[src/rtl/stream_upsizer_packer.sv]
// Packs RATIO narrow beats into one wide word with per-lane keep and packet last.
// One-cycle registered output; input stalls only while a full output word is not drained.
module stream_upsizer_packer #(
  parameter int IN_WIDTH = 8,
  parameter int RATIO    = 4
) (
  input  logic                      clk,
  input  logic                      rst_n,
  input  logic [IN_WIDTH-1:0]       bwd_data_i,
  input  logic                      bwd_last_i,
  input  logic                      bwd_valid_i,
  output logic                      bwd_ready_o,
  output logic [IN_WIDTH*RATIO-1:0] fwd_data_o,
  output logic [RATIO-1:0]          fwd_keep_o,
  output logic                      fwd_last_o,
  output logic                      fwd_valid_o,
  input  logic                      fwd_ready_i
);

  localparam int OUT_WIDTH = IN_WIDTH * RATIO;
  localparam int CW        = $clog2(RATIO);

  logic [CW-1:0]        cnt_q, cnt_d;
  logic [OUT_WIDTH-1:0] acc_data_q, acc_data_d;
  logic [RATIO-1:0]     acc_keep_q, acc_keep_d;
  logic [OUT_WIDTH-1:0] out_data_q, out_data_d;
  logic [RATIO-1:0]     out_keep_q, out_keep_d;
  logic                 out_last_q, out_last_d;
  logic                 out_valid_q, out_valid_d;

  logic                 in_hs, out_hs, complete;
  logic [OUT_WIDTH-1:0] merged_data;
  logic [RATIO-1:0]     lane_onehot;

  assign bwd_ready_o = rst_n & (~out_valid_q | fwd_ready_i);
  assign in_hs       = bwd_valid_i & bwd_ready_o;
  assign out_hs      = out_valid_q & fwd_ready_i;
  assign complete    = in_hs & ((cnt_q == CW'(RATIO - 1)) | bwd_last_i);

  // Current beat dropped into lane cnt of the accumulator.
  always_comb begin
    merged_data = acc_data_q;
    lane_onehot = '0;
    for (int k = 0; k < RATIO; k++) begin
      if (cnt_q == CW'(k)) begin
        merged_data[k*IN_WIDTH +: IN_WIDTH] = bwd_data_i;
        lane_onehot[k]                      = 1'b1;
      end
    end
  end

  always_comb begin
    cnt_d       = cnt_q;
    acc_data_d  = acc_data_q;
    acc_keep_d  = acc_keep_q;
    out_data_d  = out_data_q;
    out_keep_d  = out_keep_q;
    out_last_d  = out_last_q;
    out_valid_d = out_valid_q;
    if (complete) begin
      out_data_d  = merged_data;
      out_keep_d  = acc_keep_q | lane_onehot;
      out_last_d  = bwd_last_i;
      out_valid_d = 1'b1;
      acc_data_d  = '0;
      acc_keep_d  = '0;
      cnt_d       = '0;
    end else begin
      if (in_hs) begin
        acc_data_d = merged_data;
        acc_keep_d = acc_keep_q | lane_onehot;
        cnt_d      = cnt_q + CW'(1);
      end
      if (out_hs) begin
        out_valid_d = 1'b0;
      end
    end
  end

  always_ff @(posedge clk) begin
    if (!rst_n) begin
      cnt_q       <= '0;
      acc_data_q  <= '0;
      acc_keep_q  <= '0;
      out_data_q  <= '0;
      out_keep_q  <= '0;
      out_last_q  <= 1'b0;
      out_valid_q <= 1'b0;
    end else begin
      cnt_q       <= cnt_d;
      acc_data_q  <= acc_data_d;
      acc_keep_q  <= acc_keep_d;
      out_data_q  <= out_data_d;
      out_keep_q  <= out_keep_d;
      out_last_q  <= out_last_d;
      out_valid_q <= out_valid_d;
    end
  end

  assign fwd_data_o  = out_data_q;
  assign fwd_keep_o  = out_keep_q;
  assign fwd_last_o  = out_last_q;
  assign fwd_valid_o = out_valid_q;

endmodule

[config.mk]
export PLATFORM = sky130hd
export DESIGN_NAME = stream_upsizer_packer
export DESIGN_NICKNAME = d
export VERILOG_FILES = /design/src/rtl/stream_upsizer_packer.sv
export SDC_FILE = /design/constraint.sdc
export NUM_CORES = 1
export LEC_CHECK = 0
export CORE_MARGIN = 3
export CORE_UTILIZATION = 58
export DETAILED_ROUTE_END_ITERATION = 12
export GPL_TIMING_DRIVEN = 0
export PLACE_DENSITY = 0.81
export SYNTH_ARGS = -nofsm -noshare
export SYNTH_HDL_FRONTEND = slang
export SYNTH_SLANG_ARGS = --single-unit
export TNS_END_PERCENT = 100
[constraint.sdc]
create_clock -name clk -period 3.1 [get_ports clk]
set_clock_uncertainty 0.1 [all_clocks]
set_input_delay 0.775 -clock clk [delete_from_list [all_inputs] [get_ports clk]]
set_output_delay 0.775 -clock clk [all_outputs]
set_load 0.03 [all_outputs]
* Yosys cells after proc, flatten, opt, wreduce, memory -nomap -nowiden *
Index checks and enable logic that the tools add are counted.

cells by class
  shift-type cells = 0
  divide/modulo/power cells = 0
  $add $sub $neg = 1
  $mul = 0
  $lt $le $gt $ge = 0
  eq/ne operators = 3
  muxes and demuxes = 10
  bitwise gates (word level) = 9
  reductions and logical operators = 3

operators by type and width
  kind                                                              number
  8-bit 2-to-1 mux                                                  4
  1-bit 2-to-1 mux                                                  6
  1-bit AND                                                         4
  2-bit == test (second input constant)                             2
  4-bit OR                                                          1
  2-bit by 1-bit adder with 2-bit output (second input constant)    1
  2-bit by 1-bit == test with 1-bit output (second input constant)  1
  2-bit zero test                                                   1
  1-bit NOT                                                         2
  1-bit OR                                                          2
  2-bit nonzero test                                                1
  2-bit OR reduction                                                1

word-level totals
  RAM bits = 0
  ROM bits = 0
  flip-flop bits (word level) = 76
  output and inout port bits = 39
  memories kept = 0
  bits of input ports = 13
  latch bits = 0

* Longest topological paths before layout *
  depth after elaboration = 6
  depth in mapped cells = 7

* Least setup slack after synthesis *
No wires, ideal clock.

  kind = in2out
  from = in fwd_ready_i
  to = out bwd_ready_o
  required time = 2225 ps
  path buffers = 2
  path slack = 654 ps
  cell stages on the path = 4
  arrival time = 1571 ps
  path through = nor2b_1 > buf_2 > buf_1 > nor2_1

on the way
  longest elaborated chain between the ends = 2

RTL lines
  item             line  RTL
  start, declared  17    input logic fwd_ready_i
  1-bit OR         35    assign bwd_ready_o = rst_n & (~out_valid_q | fwd_ready_i);
  1-bit AND        35
  end, declared    12    output logic bwd_ready_o,

No other way between the ends.

* Worst setup path in the final report *
  from = in rst_n
  to = out bwd_ready_o

on the way
  longest elaborated chain between the ends = 1

RTL lines
  item             line  RTL
  start, declared  8     input logic rst_n,
  1-bit AND        35

No other way between the ends.

==> metrics.cfg <==
[status]
status = completed

[clock_network]
cts_setup_buffers = 0
clk_pin_slew_worst_paths_ns = 0.08
cts-htree-levels = 3
cts_buffer_depth = 2
cts_buffers = 9
insertion_delay_ns = 0.35
clock-sinks = 76
cts_tree = yes
root_buffer = clkbuf_8

[worst_setup_path]
worstSetupPathType = in -> out
r2r-start = cnt_q[1]
slowest_delay_ns = 0.46
worstRegToRegCells = 6
worstPathCellList = clkdlybuf4s50_1 > inv_1 > nor2_1 > dlygate4sd2_1
path_max_fanout = 15
cp_slowest_cell = clkdlybuf4s50_1
crit_path_start_kind = input port
end_kind = primary output
critPathArrivalTime_ns = 2.15
r2r_end = fwd_data_o[3]
critPathRequiredTime_ns = 2.22
r2r_slack_ns = 1.23

[yosys]
synth_nets = 357
ys_seq_area_share_pct = 45.0
ys_ff_latch = 76
ys_types = 31
postSynthCellCount = 340
ys.flop_type = dfxtp_1
yosys_warnings = 0
async_flop_share_pct = 0
postSynthAreaPerCell_sq_um = 9.95
synth_area_sq_um = 3380
synth_edf_count = 0

[placement]
postPlaceCellArea_sq_um = 3910
dp_hpwl_um = 5930
place_congestion = 0.848
io_buffers = 43

[global_route]
grt_max_degree = 19
grt_overflow = 0
grt_pass1_wl_um = 14000
grt_pass1_vias = 2772
gr-usage-met3_pct = 4.34
antenna_found_initial = 0
busiest_layer = met2
use_met1_pct = 36.7
met2_usage_pct = 42.4
grt_use_total_pct = 27.4

[route]
remaining_drc_errors = 0
vias_per_cell = 6.30
antenna_left = 0
num_vias = 2953
drtPass1Iterations = 5
drt_iter0_markers = 304
totalWireLength_um = 8890
routedWlPerCell_um = 19.0

[sta]
worst_pin_slew_ns = 0.586
rsz0062_at_grt = false
fmax_mhz = 331
finalCriticalPeriod_ns = 3.02
maxSlewViolCount = 0
setup_violations = 0
post-route-period-util_pct = 97.5
slew_headroom_pct = 61.0
hold_violations = 0
totalNegativeSetupSlack_ns = 0

[floorplan]
ios = 52
die_area_sq_um = 6790
die_h_um = 82.4
dieWidth_um = 82.4
start_util_pct = 60.7
rows = 27
core_area_sq_um = 5570

[pwr]
p_seq_share_pct = 50.9
switching_share_pct = 27.2
ir_drop_v = 0.000315
p_int_mw = 1.44
p_per_area_nw_per_um2 = 482
p_leak_nw = 1.31
finalPower_mw = 1.97
p_comb_share_pct = 11.5
clock_power_share_pct = 37.7
p_switching_uw = 537

[finish]
drive_gt1_share_pct = 15.1
final_area_sq_um = 4090
fillers = 432
multiInputGateArea_sq_um = 1600
ff_latch_area_sq_um = 1520
antenna_cells = 0
nNetsFinal = 409
fin_util_pct = 73.3
syn_to_final_growth_pct = 20.8

[worst_hold_path]
hold-path-endpoint = fwd_data_o[17]
min_from = fwd_data_o[17]
min_path_cells = 1
min_path_type = reg -> reg

[run]
max-cap-violations = 0

## logic make-up after synthesis
logic type / Yosys count / synth area share (%)
flops: 76 / 45.0
compound gates: 123 / 27.7
mux: 32 / 9.46
buf+inv: 54 / 7.69
fa+ha+maj: 4 / 1.48
simple gates: 51 / 8.76
## metal layers
layer	part of all wire (%)	wire, um
met1	45	4030
met2	46	4070
met3	5.5	486
met4	3.5	314
met5	0	0
## per-stage QoR
stage                     std cells  hold WS [ns]  worst slack, ns
after floorplan                 340         0.329            0.654
after global placement          455         0.342           -0.384
after detailed placement        455         0.345           -0.386
after CTS                       469         0.369           0.0719
after global routing            469         0.381          0.00392
final                           469         0.366           0.0769
## sequential cells by signal (all words and copies together) (netlist names)
name / cells
acc_data_q: 32
fwd_keep_o: 4
fwd_valid_o: 1
fwd_data_o: 32
fwd_last_o: 1
acc_keep_q: 4
cnt_q: 2
## what timing repair did
| action | CTS | global route |
|---|---|---|
| resized for setup | 1 | 0 |
| hold endpoints to repair | 0 | 0 |
| hold buffers | 0 | 0 |
| setup endpoints to repair | 1 | 0 |
## power groups by stage
stage                     Combinational, mW  Sequential (mW)  Clock [mW]
after floorplan                       0.128             1.05           0
after global placement                0.220             1.03           0
after detailed placement              0.223             1.03           0
after CTS                             0.223             1.00       0.748
after global routing                  0.240             1.01       0.791
final                                 0.226             1.00       0.743
## critical path, delay by kind of cell
family                 cells  cell delay (ns)
buffers and inverters      3             1.26
and+or+nand+nor            1             0.10
## final cells by class
| cell class | instances | share of cell area (%) |
|---|---|---|
| Sequential cell | 76 | 37.2 |
| Clock inverter | 7 | 1.65 |
| Buffer | 45 | 5.54 |
| Tap cell | 72 | 2.20 |
| Inverter | 7 | 0.643 |
| Multi-Input combinational cell | 210 | 39.2 |
| Timing Repair Buffer | 43 | 10.5 |
| Clock buffer | 9 | 3.03 |
## cell usage in the layout, fill, tap and decap left out, drive strengths merged
master and instances:
dfxtp 76, clkdlybuf4s50 42, a21oi 36, o31ai 33, nand4 32, mux2i 32, buf 32, o2bb2ai 25
clkbuf 22, a31oi 15, a211oi 10, nor2 8, inv 7, ha 4, nand3 4, clkinv 3
clkinvlp 3, or2 2, o21ai 2, nor2b 1, nand2b 1, and2 1, nand2 1, a31o 1
and3 1, o221a 1, bufinv 1, dlygate4sd2 1
## how the worst max path moves through the flow
stage                           start     endpoint  slack (ns)  cells past startpoint
after global placement    fwd_ready_i  bwd_ready_o       -0.38                      6
after detailed placement  fwd_ready_i  bwd_ready_o       -0.39                      6
after CTS                       rst_n  bwd_ready_o        0.07                      4
after global routing            rst_n  bwd_ready_o       0.004                      4
after floorplan           fwd_ready_i  bwd_ready_o        0.65                      4
final                           rst_n  bwd_ready_o        0.08                      4
## synth_stat cells, types with 3 or more instances
master / number / area, sq um
dfxtp_1: 76 / 1520
o31ai_1: 33 / 248
mux2i_1: 32 / 320
nand4_1: 32 / 200
o2bb2ai_1: 25 / 219
a21oi_2: 20 / 175
a21oi_1: 16 / 80.1
a31oi_1: 14 / 87.6
clkbuf_1: 14 / 52.6
buf_2: 13 / 65.1
buf_1: 12 / 45.0
a211oi_1: 10 / 75.1
nor2_1: 8 / 30.0
inv_1: 6 / 22.5
buf_4: 5 / 37.5
ha_1: 4 / 50.1
buf_6: 3 / 33.8
nand3_1: 3 / 15.0
(Power assumes the default switching activity.)
==> RTL change, RTL diff (same settings) <==
`acc_data_q` no longer has a reset.
--- a/src/rtl/stream_upsizer_packer.sv
+++ b/src/rtl/stream_upsizer_packer.sv
@@ -80,7 +80,6 @@
   always_ff @(posedge clk) begin
     if (!rst_n) begin
       cnt_q       <= '0;
-      acc_data_q  <= '0;
       acc_keep_q  <= '0;
       out_data_q  <= '0;
       out_keep_q  <= '0;
@@ -88,13 +87,16 @@
       out_valid_q <= 1'b0;
     end else begin
       cnt_q       <= cnt_d;
-      acc_data_q  <= acc_data_d;
       acc_keep_q  <= acc_keep_d;
       out_data_q  <= out_data_d;
       out_keep_q  <= out_keep_d;
       out_last_q  <= out_last_d;
       out_valid_q <= out_valid_d;
     end
+  end
+
+  always_ff @(posedge clk) begin
+    acc_data_q <= acc_data_d;
   end
 
   assign fwd_data_o  = out_data_q;
Formal check against the unedited RTL: differs if rst_n is asserted again (counterexample within 10 cycles, from zero or initial values and one cycle with rst_n low); with rst_n held inactive, the same outputs for 10 cycles.
==> RTL change against the unedited design <==
  * Non-clock buffer count down 19
  * First-iteration DRC count down 51%
  * Setup slack better by 0.13 ns
  * Routed wire length down 22%
  * Combinational power down 15%
  * Sequential cell count unchanged
  * Cell area down 7.3%
  * Fmax up 4.3%
  * Synthesized area down 12%
  * Power up 6.4%
  * Utilization up 5.3 points
==> RTL change: results (changes against the unedited design) <==
[cells_and_area]
fillers=360  ; -17%
clkbuf_count=12  ; +3
multi_input_area_um2=1330  ; -17%
drive_gt1_frac=0.0708  ; -0.0803
multi_input_cells=174  ; -17%
nNonClkInverters=4  ; -3
clock_area_frac=0.0621  ; +0.0153
nNetsFinal=351  ; -14%
n_all_buffers=69  ; -22%

[status]
outcome=completed

[global_routing]
grt_pass1_wl_um=11100  ; -21%
grt_start_max_net_pins=13  ; -6
grtUsageMet2=0.388  ; -0.0361
track_usage=0.242  ; -0.0320

[power_and_ir_drop]
p_leak_nw=1.61  ; +24%
p_int_w=0.00161  ; +12%
power_w=0.00210  ; +6.4%
seqPwrFrac=0.490  ; -0.019
clkPwrFrac=0.419  ; +0.042

[critical_path]
crit_path_max_fanout=10  ; -5
slowest_delay_ns=0.52  ; +0.06 ns
r2r_start=cnt_q[0]

[logic_synthesis]
syn_nets=289  ; -19%
synthTopCellsByArea=dfxtp_1 (51%), mux2i_1 (23%), a22o_1 (7.1%)
synthCells=272  ; -20%
netlist-cell-type-count=28  ; -9.7%
netlist_top_cells_count=dfxtp_1 (76), mux2i_1 (67), nand2_1 (36)

[drt]
dr.pass1.iters=4  ; -1
dr.first_iter.drc_count=150  ; -51%
vias=2322  ; -21%
wl_met1_um=3050  ; -24%
wl_met2_um=3240  ; -20%
wl_met3_um=414  ; -15%

[placement]
io_buffers=51  ; +19%
gp_congestion=0.857  ; +1.1%

[clock_network]
cts_resized=2  ; +1

[hold_path]
min_from=fwd_data_o[7]

[sta]
slew_headroom=0.156  ; -0.453

-- RTL change: metrics by stage --
stage / setup slack [ns] / cell area, µm²
floorplan: 0.645 / 2960
global placement: -0.474 / 3560
detailed placement: -0.465 / 3560
CTS: 0.00379 / 3790
global route: 0.0995 / 3790
finish: 0.202 / 3790
-- RTL change: tightest hold or removal path: cells and delay by family, from the launching register on --
kind          cells  cell delay (ns)
flops             1             0.31
simple gates      1             0.05
mux               1             0.05
-- RTL change: path summary, 6_finish.rpt --
path	end	slack [ns]	cells past startpoint
worst min-delay path	fwd_data_o[7]	0.36	2
worst max-delay path	bwd_ready_o	0.20	5
worst max register to register	acc_data_q[3]	0.93	4
worst min register to register	fwd_data_o[7]	0.36	2
-- RTL change: kinds of logic after synthesis --
kind of cell / after synthesis / share of synthesized area
compound gates: 38 / 0.104
fa+ha+maj: 4 / 0.0169
buf+inv: 22 / 0.0376
flops: 76 / 0.514
mux: 67 / 0.226
simple gates: 65 / 0.102
